**config.mk**
```make
export PLATFORM = sky130hd
export DESIGN_NAME = sram_session_arbiter
export DESIGN_NICKNAME = d
export VERILOG_FILES = /design/src/rtl/sram_session_arbiter.sv
export SDC_FILE = /design/constraint.sdc
export NUM_CORES = 1
export LEC_CHECK = 0
export ABC_CLOCK_PERIOD_IN_PS = 5250
export BUFFER_PORTS_ARGS = -buffer_cell sky130_fd_sc_hd__buf_2
export CORE_UTILIZATION = 30
export CTS_CLUSTER_SIZE = 24
export DETAILED_ROUTE_END_ITERATION = 8
export GPL_TIMING_DRIVEN = 1
export PLACE_DENSITY = 0.63
export SYNTH_ARGS = -nofsm -noshare
export SYNTH_HDL_FRONTEND = slang
export SYNTH_SLANG_ARGS = --single-unit
```
**constraint.sdc**
```tcl
create_clock -name Clock -period 5.25 [get_ports Clock]
set_input_delay 1.05 -clock Clock [delete_from_list [all_inputs] [get_ports Clock]]
set_output_delay 1.05 -clock Clock [all_outputs]
set_load 0.05 [all_outputs]
```
**src/rtl/sram_session_arbiter.sv**
```systemverilog
// Loader session FSM with a round-robin read arbiter sharing one SRAM port.
// Optional SESSION_CHECKSUM_EN builds a running sum of counted loader writes.
module sram_session_arbiter #(
  parameter int ADDR_WIDTH     = 18,
  parameter int DATA_WIDTH     = 16,
  parameter int NUM_READERS    = 2,
  parameter int TIMEOUT_CYCLES = 50000000,
  parameter int TIMER_WIDTH    = 26
) (
  input  logic                              Clock,
  input  logic                              Reset,
  input  logic                              Start,
  input  logic                              Rx_line,
  input  logic [ADDR_WIDTH-1:0]             Loader_address,
  input  logic [DATA_WIDTH-1:0]             Loader_write_data,
  input  logic                              Loader_we_n,
  output logic                              Loader_initialize,
  output logic                              Loader_enable,
  input  logic [NUM_READERS-1:0]            Reader_req,
  input  logic [NUM_READERS*ADDR_WIDTH-1:0] Reader_address,
  output logic [NUM_READERS-1:0]            Reader_grant,
  output logic [ADDR_WIDTH-1:0]             SRAM_address,
  output logic [DATA_WIDTH-1:0]             SRAM_write_data,
  output logic                              SRAM_we_n,
  output logic                              Display_enable,
  output logic [ADDR_WIDTH-1:0]             Words_written,
  output logic [DATA_WIDTH-1:0]             Checksum,
  output logic [1:0]                        State
);

  localparam int PTR_W = (NUM_READERS > 1) ? $clog2(NUM_READERS) : 1;
  localparam logic [TIMER_WIDTH-1:0] TMAX = TIMER_WIDTH'(TIMEOUT_CYCLES - 1);
  localparam logic [ADDR_WIDTH-1:0]  WMAX = '1;

  typedef enum logic [1:0] {
    S_IDLE   = 2'd0,
    S_ENABLE = 2'd1,
    S_WAIT   = 2'd2,
    S_FLUSH  = 2'd3
  } state_t;

  state_t                   state_q, state_d;
  logic                     init_q, init_d;
  logic                     en_q, en_d;
  logic                     disp_q, disp_d;
  logic [TIMER_WIDTH-1:0]   timer_q, timer_d;
  logic [ADDR_WIDTH-1:0]    words_q, words_d;
  logic [NUM_READERS-1:0]   grant_q, grant_d;
  logic [PTR_W-1:0]         ptr_q, ptr_d;
  logic [ADDR_WIDTH-1:0]    addr_q;
  logic                     in_session, clr_session, wr_inc, timeout;

  logic [NUM_READERS-1:0][ADDR_WIDTH-1:0] rd_addr;

  for (genvar g = 0; g < NUM_READERS; g++) begin : g_unpack
    assign rd_addr[g] = Reader_address[g*ADDR_WIDTH +: ADDR_WIDTH];
  end

  assign in_session = (state_q == S_ENABLE) || (state_q == S_WAIT);
  // Writes past saturation are neither counted nor summed.
  assign wr_inc     = (state_q == S_WAIT) && !Loader_we_n && (words_q != WMAX);
  assign timeout    = (timer_q == TMAX) && (words_q != '0) && Loader_we_n;

  always_ff @(posedge Clock or posedge Reset) begin
    if (Reset) begin
      state_q <= S_IDLE;
      init_q  <= 1'b0;
      en_q    <= 1'b0;
      disp_q  <= 1'b1;
      timer_q <= '0;
      words_q <= '0;
      grant_q <= '0;
      ptr_q   <= PTR_W'(NUM_READERS - 1);
      addr_q  <= '0;
    end else begin
      state_q <= state_d;
      init_q  <= init_d;
      en_q    <= en_d;
      disp_q  <= disp_d;
      timer_q <= timer_d;
      words_q <= words_d;
      grant_q <= grant_d;
      ptr_q   <= ptr_d;
      addr_q  <= SRAM_address;
    end
  end

  always_comb begin
    state_d     = state_q;
    init_d      = 1'b0;
    en_d        = 1'b0;
    disp_d      = disp_q;
    clr_session = 1'b0;
    case (state_q)
      S_IDLE: begin
        if (!Rx_line || Start) begin
          state_d     = S_ENABLE;
          init_d      = 1'b1;
          disp_d      = 1'b0;
          clr_session = 1'b1;
        end
      end
      S_ENABLE: begin
        state_d = S_WAIT;
        en_d    = 1'b1;
      end
      S_WAIT: begin
        if (timeout) begin
          state_d = S_FLUSH;
          init_d  = 1'b1;
          disp_d  = 1'b1;
        end
      end
      S_FLUSH: state_d = S_IDLE;
      default: state_d = S_IDLE;
    endcase
  end

  always_comb begin
    timer_d = timer_q;
    if (init_q || (in_session && !Loader_we_n)) timer_d = '0;
    else if (timer_q != TMAX)                   timer_d = timer_q + 1'b1;
  end

  always_comb begin
    words_d = words_q;
    if (clr_session) words_d = '0;
    else if (wr_inc) words_d = words_q + 1'b1;
  end

  // Arbitrate on the next state so no grant leaks into a session's first cycle.
  always_comb begin
    logic found;
    int   idx;
    grant_d = '0;
    ptr_d   = ptr_q;
    found   = 1'b0;
    idx     = 0;
    if (state_d == S_IDLE || state_d == S_FLUSH) begin
      for (int k = 1; k <= NUM_READERS; k++) begin
        idx = int'(ptr_q) + k;
        if (idx >= NUM_READERS) idx = idx - NUM_READERS;
        if (!found && Reader_req[idx]) begin
          found        = 1'b1;
          grant_d[idx] = 1'b1;
          ptr_d        = PTR_W'(idx);
        end
      end
    end
  end

  // ptr_q always names the current grantee while a grant is live.
  always_comb begin
    SRAM_address = addr_q;
    if (in_session)    SRAM_address = Loader_address;
    else if (|grant_q) SRAM_address = rd_addr[ptr_q];
  end

  assign SRAM_we_n         = in_session ? Loader_we_n : 1'b1;
  assign SRAM_write_data   = Loader_write_data;
  assign Reader_grant      = grant_q;
  assign Loader_initialize = init_q;
  assign Loader_enable     = en_q;
  assign Display_enable    = disp_q;
  assign Words_written     = words_q;
  assign State             = state_q;

`ifdef SESSION_CHECKSUM_EN
  logic [DATA_WIDTH-1:0] csum_q, csum_d;

  always_comb begin
    csum_d = csum_q;
    if (clr_session) csum_d = '0;
    else if (wr_inc) csum_d = csum_q + Loader_write_data;
  end

  always_ff @(posedge Clock or posedge Reset) begin
    if (Reset) csum_q <= '0;
    else       csum_q <= csum_d;
  end

  assign Checksum = csum_q;
`else
  assign Checksum = '0;
`endif

endmodule

```
==> flow_summary.toml, run 1 <==
[synthesis]
syn_area_mm2 = 0.004103
yosysTopAreaCell = "dfrtp_1"
ys_seq_area_share_pct = 42.76
synth.area.mux_share_pct = 5.611
synth_area_leaders = "dfrtp_1 (41%), buf_4 (5.9%), mux2i_1 (5.6%), nor2_1 (5.4%), a21oi_1 (3.9%)"
synthArstFlopShare_pct = 100.0
ys.warnings.count = 0
netlist.area_leader.share_pct = 41.48
synthSimpleGateAreaFrac_pct = 23.51
synth_xor_area_share_pct = 5.337
ys_types = 50
synthCells = 462
yosysMostFrequentCell = "dfrtp_1"
syn_area_per_cell_um2 = 8.880
synth_top_family_by_area = "simple AND/OR/NAND/NOR gates"
synthTopCellsByCount = "dfrtp_1 (68), nor2_1 (59), nand2_1 (39)"
synth_ff_type = "dfrtp_1"
synth-compound-area-share_pct = 12.29
synthAdderAreaFrac_pct = 1.830
synth_seq_cells = 70
synth-edff-count = 0

[worst_hold_path]
min_path_type = "reg -> reg"

[power_and_ir_drop]
ir_drop_mv = 0.5191
power_mw = 2.900
powerDensity_mw_per_mm2 = 587.2
leakagePower_nw = 2.363

[floorplan]
die_area_mm2 = 0.01415
fp.coreArea_mm2 = 0.01330
die_w_um = 118.9
start_util_pct = 30.86
pin_count = 153
rows = 42
fp.dieH_um = 118.9

[global_routing]
grt_use_total_pct = 14.82
first_global_vias = 3485
antenna_found_initial = 1
grt_max_degree = 47
grt.overflow.total = 0
grt_pass1_wl_mm = 16.72

[route]
drt_iter0_markers = 200
firstDrtPassIters = 7
post_drt_wl_per_cell_um = 13.64
via_count = 3566
antenna_left = 0
vias_per_cell = 4.932
drt_wl_total_mm = 9.864
drc = 0

[finish]
area_delta_synth_final_pct = 20.37
nets = 625
antennaDiodeCount = 0
fin_area_mm2 = 0.004938
drive_above_1_share_pct = 24.50
stdcell_count = 723

[setup_path]
critical_path_class = "reg -> out"
crit_required_ps = 4200
end_kind = "output pin"
start_kind = "flop"
crit_arrival_ps = 2540
crit_fanout = 46

[timing]
max_freq_mhz = 278.7
timing.final.hold_violations = 0
rsz0062_at_grt = "false"
setup_viol_count_final = 0
fin_crit_ps = 3588
fin_crit_sh_pct = 68.34
tightest_slew_ps = 1213
fin_skew_ps = 4.850
slew_viol_final = 0
slew_headroom_pct = 19.06
fin_setup_tns_ps = 0

[clocking]
cts_buffers = 9
cts_hold_buffers = 0
cts.path.max_buffers = 2
cts.sinks = 70
postCtsSetupBuffers = 0
insertion_delay_ps = 340
path_clk_slew_ps = 60
tritoncts = "done"
cts-root-buf = "clkbuf_16"
post_cts_resize_count = 0
h-tree-depth = 3

[run_status]
status = "complete, no violations"

[placement]
place_inst = 707
portBuffers = 104
hpwl_mm = 7.309
routabilityCongestion = 0.8059
post_dp_cell_area_mm2 = 0.004596

[run]
drv_cap = 0
sequential cells by signal (all words and copies together), names as in the netlist:
| signal | cells |
|---|---|
| ptr_q | 1 |
| addr_q | 18 |
| Display_enable | 1 |
| Reader_grant | 2 |
| timer_q | 26 |
| State | 2 |
| Loader_initialize | 1 |
| Loader_enable | 1 |
| Words_written | 18 |
per-layer routing:
metal  wire length (um)  vias to the layer above  global-route usage (%)
met5                  0                        -                       0
met4                172                        0                   6.013
met3                723                       13                   4.981
met2               4672                      140                   23.94
met1               4295                     1662                   18.07
li1                   -                     1751                       -
logic make-up (layout without fill, tap and decap cells):
group                    count (synthesis)  after routing
AO/OA/AOI/OAI                           86             86
XOR/XNOR                                25             25
adder cells (fa/ha/maj)                  6              6
buffers and inverters                   61            131
flip-flops                              70             70
multiplexers                            23             23
other                                    1             16
AND/OR/NAND/NOR                        190            190
where the power goes:
group	total, mW	switching, mW	internal [mW]
clock network	0.691	0.235	0.456
registers	0.755	0.0949	0.661
logic	1.45	1.10	0.352
per-stage QoR:
step | worst slack, ps | utilization [%] | hold slack [ps]
global placement | 2058 | 34.57 | 517.5
detailed placement | 1968 | 34.57 | 538.0
CTS | 1630 | 37.14 | 545.8
global route | 1361 | 37.14 | 586.5
finish | 1662 | 37.14 | 546.6
floorplan | 1474 | - | 492.6
worst paths after layout:
kind | startpoint | to | slack [ps] | cells after the start
worst min register to register | Display_enable | Display_enable | 550 | 2
worst max-delay path | State[0] | SRAM_address[1] | 1660 | 4
min in group asynchronous | Reset | addr_q[2] | 830 | 2
worst min-delay path | Display_enable | Display_enable | 550 | 2
worst max register to register | State[0] | timer_q[18] | 2280 | 6
max in group asynchronous | Reset | Display_enable | 3450 | 3
critical path: stages (launching register included):
cell and delay (ps):
dfrtp_1 400, inv_1 80, ha_1 1080, o21ai_0 320
buf_2 300
cell usage in the layout, fill, tap and decap left out, types with 10 or more instances in the layout:
| cell type | Yosys | layout |
|---|---|---|
| a21oi_1 | 32 | 32 |
| and3_1 | 10 | 10 |
| buf_2 | 2 | 104 |
| conb_1 | 1 | 16 |
| dfrtp_1 | 68 | 68 |
| mux2i_1 | 23 | 23 |
| nand2_1 | 39 | 39 |
| nand3_1 | 13 | 13 |
| nand4_1 | 10 | 10 |
| nor2_1 | 59 | 58 |
| nor3_1 | 10 | 10 |
| o21ai_0 | 30 | 30 |
| xnor2_1 | 15 | 15 |
| xor2_1 | 10 | 10 |
final cells by class:
type | count | area, um2
fill | 1339 | 8357
multi-input combinational | 346 | 2056
sequential | 70 | 1754
timing repair buffer | 105 | 528.0
clock buffer | 12 | 266.5
tap | 176 | 220.2
clock inverter | 4 | 76.32
inverter | 10 | 37.54
Note: power is estimated with default switching activity, not from simulation.
==> run 2, diff against run 1 <==
Settings changed: ABC_AREA set to 1, ABC_CLOCK_PERIOD_IN_PS 5250 to 3100, PLACE_DENSITY 0.63 to 0.64.
Clock period 5.25 ns to 3.1 ns, I/O delays scaled along.
==> flow_summary.toml, run 2 <==
[global_routing]
grt_use_total_pct = 15.20
grt_max_degree = 42
antenna_found_initial = 0
grt.overflow.total = 0
grt_pass1_wl_mm = 17.86
first_global_vias = 3632

[clocking]
insertion_delay_ps = 340
postCtsSetupBuffers = 0
cts-root-buf = "clkbuf_16"
post_cts_resize_count = 0
cts_buffers = 9
tritoncts = "done"
cts.path.max_buffers = 2
cts_hold_buffers = 0
path_clk_slew_ps = 60
cts.sinks = 70
h-tree-depth = 3

[placement]
portBuffers = 104
hpwl_mm = 8.110
routabilityCongestion = 0.8488

[run_status]
status = "complete, no violations"

[synthesis]
ys_seq_area_share_pct = 39.87
netlist.area_leader.share_pct = 38.68
synthArstFlopShare_pct = 100.0
synth_seq_cells = 70
yosysTopAreaCell = "dfrtp_1"
syn_area_mm2 = 0.004399
ys_types = 45
synth-edff-count = 0
syn_area_per_cell_um2 = 7.651
synth_area_leaders = "dfrtp_1 (39%), nand2_1 (10%), nand3_1 (5.9%), buf_4 (5.8%), o21ai_0 (5.6%)"
synthTopCellsByCount = "nand2_1 (120), dfrtp_1 (68), inv_1 (52), nand3_1 (52), o21ai_0 (49)"
synth_ff_type = "dfrtp_1"
ys.warnings.count = 0
synthCells = 575
yosysMostFrequentCell = "nand2_1"

[timing]
fin_skew_ps = 8.633
max_freq_mhz = 372.7
slew_viol_final = 0
fin_crit_ps = 2683
timing.final.hold_violations = 0
fin_setup_tns_ps = 0
setup_viol_count_final = 0
tightest_slew_ps = 720.1
rsz0062_at_grt = "false"
slew_headroom_pct = 51.94
fin_crit_sh_pct = 86.55

[setup_path]
cpMostUsedCell = "o21ai_0"
crit_required_ps = 2480
slowest_stage = "dfstp_2"
crit_fanout = 18
end_kind = "output pin"
start_kind = "flop"
crit_arrival_ps = 2060
crit_buf_inv = 2
crit_chain = "clkinv_1 > nand2_1 > nand3_1 > o21ai_0 > o21ai_0 > buf_2"
crit_family = "buffers and inverters"
max_stage_delay_ps = 530
critical_path_class = "reg -> out"

[power_and_ir_drop]
leakagePower_nw = 2.526
power_mw = 5.337
powerDensity_mw_per_mm2 = 1018
ir_drop_mv = 1.028

[floorplan]
start_util_pct = 31.21
pin_count = 153
fp.dieH_um = 123.1
die_area_mm2 = 0.01515
die_w_um = 123.1
fp.coreArea_mm2 = 0.01410
rows = 43

[route]
post_drt_wl_per_cell_um = 13.13
drc = 0
vias_per_cell = 4.720
drt_iter0_markers = 200
antenna_left = 0
drt_wl_total_mm = 11.12
via_count = 3998
firstDrtPassIters = 4

[finish]
most-common-layout-cells = "nand2_1 (120), buf_2 (104), dfrtp_1 (68)"
n_fill_cell = 1525
largest_register_ffs = 26
area_delta_synth_final_pct = 19.14
antennaDiodeCount = 0
drive_above_1_share_pct = 25.64
nets = 745
final_common_cell = "nand2_1"
top_register = "timer_q"
postLayoutCoreUtil_pct = 37.18

[run]
drv_cap = 0

[worst_hold_path]
min_path_type = "in -> async"
## run 2: path summary, 6_finish.rpt
path                            startpoint  cells past startpoint          endpoint  slack [ps]
worst max-delay path                 ptr_q                      6   SRAM_address[0]         420
worst min-delay path                 Reset                      3         addr_q[2]         380
worst max register to register    State[0]                      8  Words_written[9]         920
worst min register to register  timer_q[1]                      2        timer_q[1]         500
max in group asynchronous            Reset                      3    Display_enable        2330
min in group Clock              timer_q[1]                      2        timer_q[1]         500
## run 2: metal layers
metal,share of wire [%],wire (um),GRT usage [%]
met3,3.8,423,2.214
met4,1.2,129,6.777
met2,48,5298,23.49
met5,0,0,0
met1,47,5270,21.04
## run 2: through the flow
stage / hold slack [ps] / area [um2] / std cells / setup slack, ps
finish: 384.4 / 5241 / 847 / 417.0
global route: 437.0 / 5241 / 847 / 209.2
CTS: 399.1 / 5241 / 847 / 397.9
detailed placement: 497.8 / 4916 / 831 / 784.2
global placement: 494.1 / 4916 / 831 / 810.1
floorplan: 467.3 / 4456 / 590 / 3.727
## run 2: final cells by class
type	instances	area, um2	share of cell area [%]
inverter	57	214.0	4.082
timing repair buffer	111	573.1	10.93
clock buffer	11	242.7	4.631
clock inverter	5	82.58	1.576
tap	180	225.2	4.297
sequential	70	1754	33.47
multi-input combinational	413	2150	41.01
## run 2: cell families (layout without fill, tap and decap cells)
kind of cell | after synthesis | count (layout) | share of synthesized area, %
xor gates and xnor gates | 11 | 11 | 2.190
AOI/OAI and AO/OA | 95 | 95 | 11.75
other | 1 | 16 | 0.08524
DFF | 70 | 70 | 39.87
adders and majority gates | 6 | 6 | 1.706
and+or+nand+nor | 285 | 285 | 31.85
buffers and inverters | 107 | 184 | 12.54
## run 2: worst reg2reg max path, stage by stage, from the launching register on
cell and delay, ps:
dfrtp_1 380, inv_1 90, ha_1 230, inv_1 110, a21oi_2 40, buf_4 160
inv_1 530, o21ai_0 290, a22oi_2 260
## run 2: report_power, final
group	internal, mW	total [mW]	switching [mW]
Combinational	0.641	2.96	2.32
Sequential	1.14	1.25	0.104
Clock	0.728	1.13	0.402
==> run 3, diff against run 2 <==
Settings changed: PLACE_DENSITY 0.64 to 0.6.
==> flow_summary.toml, run 3 (synthesized netlist as in run 2, its figures left out) <==
[route]
post_drt_wl_per_cell_um = 12.96
firstDrtPassIters = 4
antenna_left = 0
vias_per_cell = 4.714
via_count = 3988
drt_iter0_markers = 186
drc = 0
drt_wl_total_mm = 10.97

[floorplan]
start_util_pct = 31.21
die_area_mm2 = 0.01515
fp.coreArea_mm2 = 0.01410
fp.dieH_um = 123.1
rows = 43
pin_count = 153
die_w_um = 123.1

[timing]
fin_crit_sh_pct = 86.37
setup_viol_count_final = 0
fin_setup_tns_ps = 0
fin_skew_ps = 6.743
rsz0062_at_grt = "false"
worst_slack_ps = 422.4
slew_viol_final = 0
tightest_slew_ps = 706.9
timing.final.hold_violations = 0
max_freq_mhz = 373.5
fin_crit_ps = 2678
slew_headroom_pct = 52.82

[power_and_ir_drop]
powerDensity_mw_per_mm2 = 999.8
ir_drop_mv = 0.5890
leakagePower_nw = 2.515

[setup_path]
start_kind = "flop"
crit_fanout = 18
crit_required_ps = 2480
critical_path_class = "reg -> out"
end_kind = "output pin"
crit_arrival_ps = 2060

[finish]
area_delta_synth_final_pct = 18.69
fin_area_mm2 = 0.005221
drive_above_1_share_pct = 25.68
final_common_cell = "nand2_1"
antennaDiodeCount = 0
largest_register_ffs = 26
most-common-layout-cells = "nand2_1 (120), buf_2 (104), dfrtp_1 (68)"
top_register = "timer_q"
nets = 744

[clocking]
cts.sinks = 70
post_cts_resize_count = 0
postCtsSetupBuffers = 0
tritoncts = "done"
cts-root-buf = "clkbuf_16"
path_clk_slew_ps = 60
cts_buffers = 9
h-tree-depth = 3
cts_hold_buffers = 0
cts.path.max_buffers = 2
insertion_delay_ps = 330

[placement]
place_ws_ps = 764.7
routabilityCongestion = 0.8534
hpwl_mm = 8.044
post_dp_cell_area_mm2 = 0.004921
portBuffers = 104

[global_routing]
grt.overflow.total = 0
grt_pass1_wl_mm = 17.95
antenna_found_initial = 0
first_global_vias = 3665
grt_use_total_pct = 15.03
grt_max_degree = 42

[worst_hold_path]
min_path_type = "in -> async"

[run]
drv_cap = 0

[run_status]
status = "complete, no violations"
## run 3: metal layers
metal	vias to the layer above	part of all wire, %	track usage [%]
met5	-	0	0
met1	1830	45	20.54
met3	16	7.3	4.382
met2	118	47	23.28
li1	2024	-	-
met4	0	1.2	3.614
## run 3: critical path, stage by stage, from the launching register on
cell	delay [ps]
dfstp_2	530
clkinv_1	430
nand2_1	200
nand3_1	100
o21ai_0	90
o21ai_0	140
buf_2	250
## run 3: where the power goes
part | leakage [nW] | internal, mW | switching [mW]
clock network | 0.148 | 0.641 | 0.396
logic | 1.44 | 0.640 | 2.30
registers | 0.923 | 1.14 | 0.0992
total | 2.51 | 2.42 | 2.80
## run 3: metrics by stage
step                hold WS [ps]  total power, mW  utilization [%]  cells
detailed placement         468.1            4.214            34.91    830
CTS                        427.0            5.274            37.04    846
floorplan                  467.3            3.629                -    590
global placement           460.0            4.201            34.91    830
global route               462.5            5.580            37.04    846
finish                     398.6            5.220            37.04    846
## run 3: final timing paths
check                                    start                end  slack (ps)  cells after the start
worst max-delay path                     ptr_q   SRAM_address[17]         420                      6
worst max register to register        State[0]  Words_written[10]         980                      9
max in group asynchronous                Reset     Display_enable        1990                      3
min in group Clock              Display_enable     Display_enable         480                      2
worst min-delay path                     Reset        timer_q[20]         400                      2
worst min register to register  Display_enable     Display_enable         480                      2
## run 3: layout make-up
type	instances	area, um2
Multi-Input combinational cell	413	2150
Clock inverter	6	61.31
Clock buffer	10	239.0
Fill cell	1524	8875
Tap cell	180	225.2
Sequential cell	70	1754
Timing Repair Buffer	110	578.1
Inverter	57	214.0
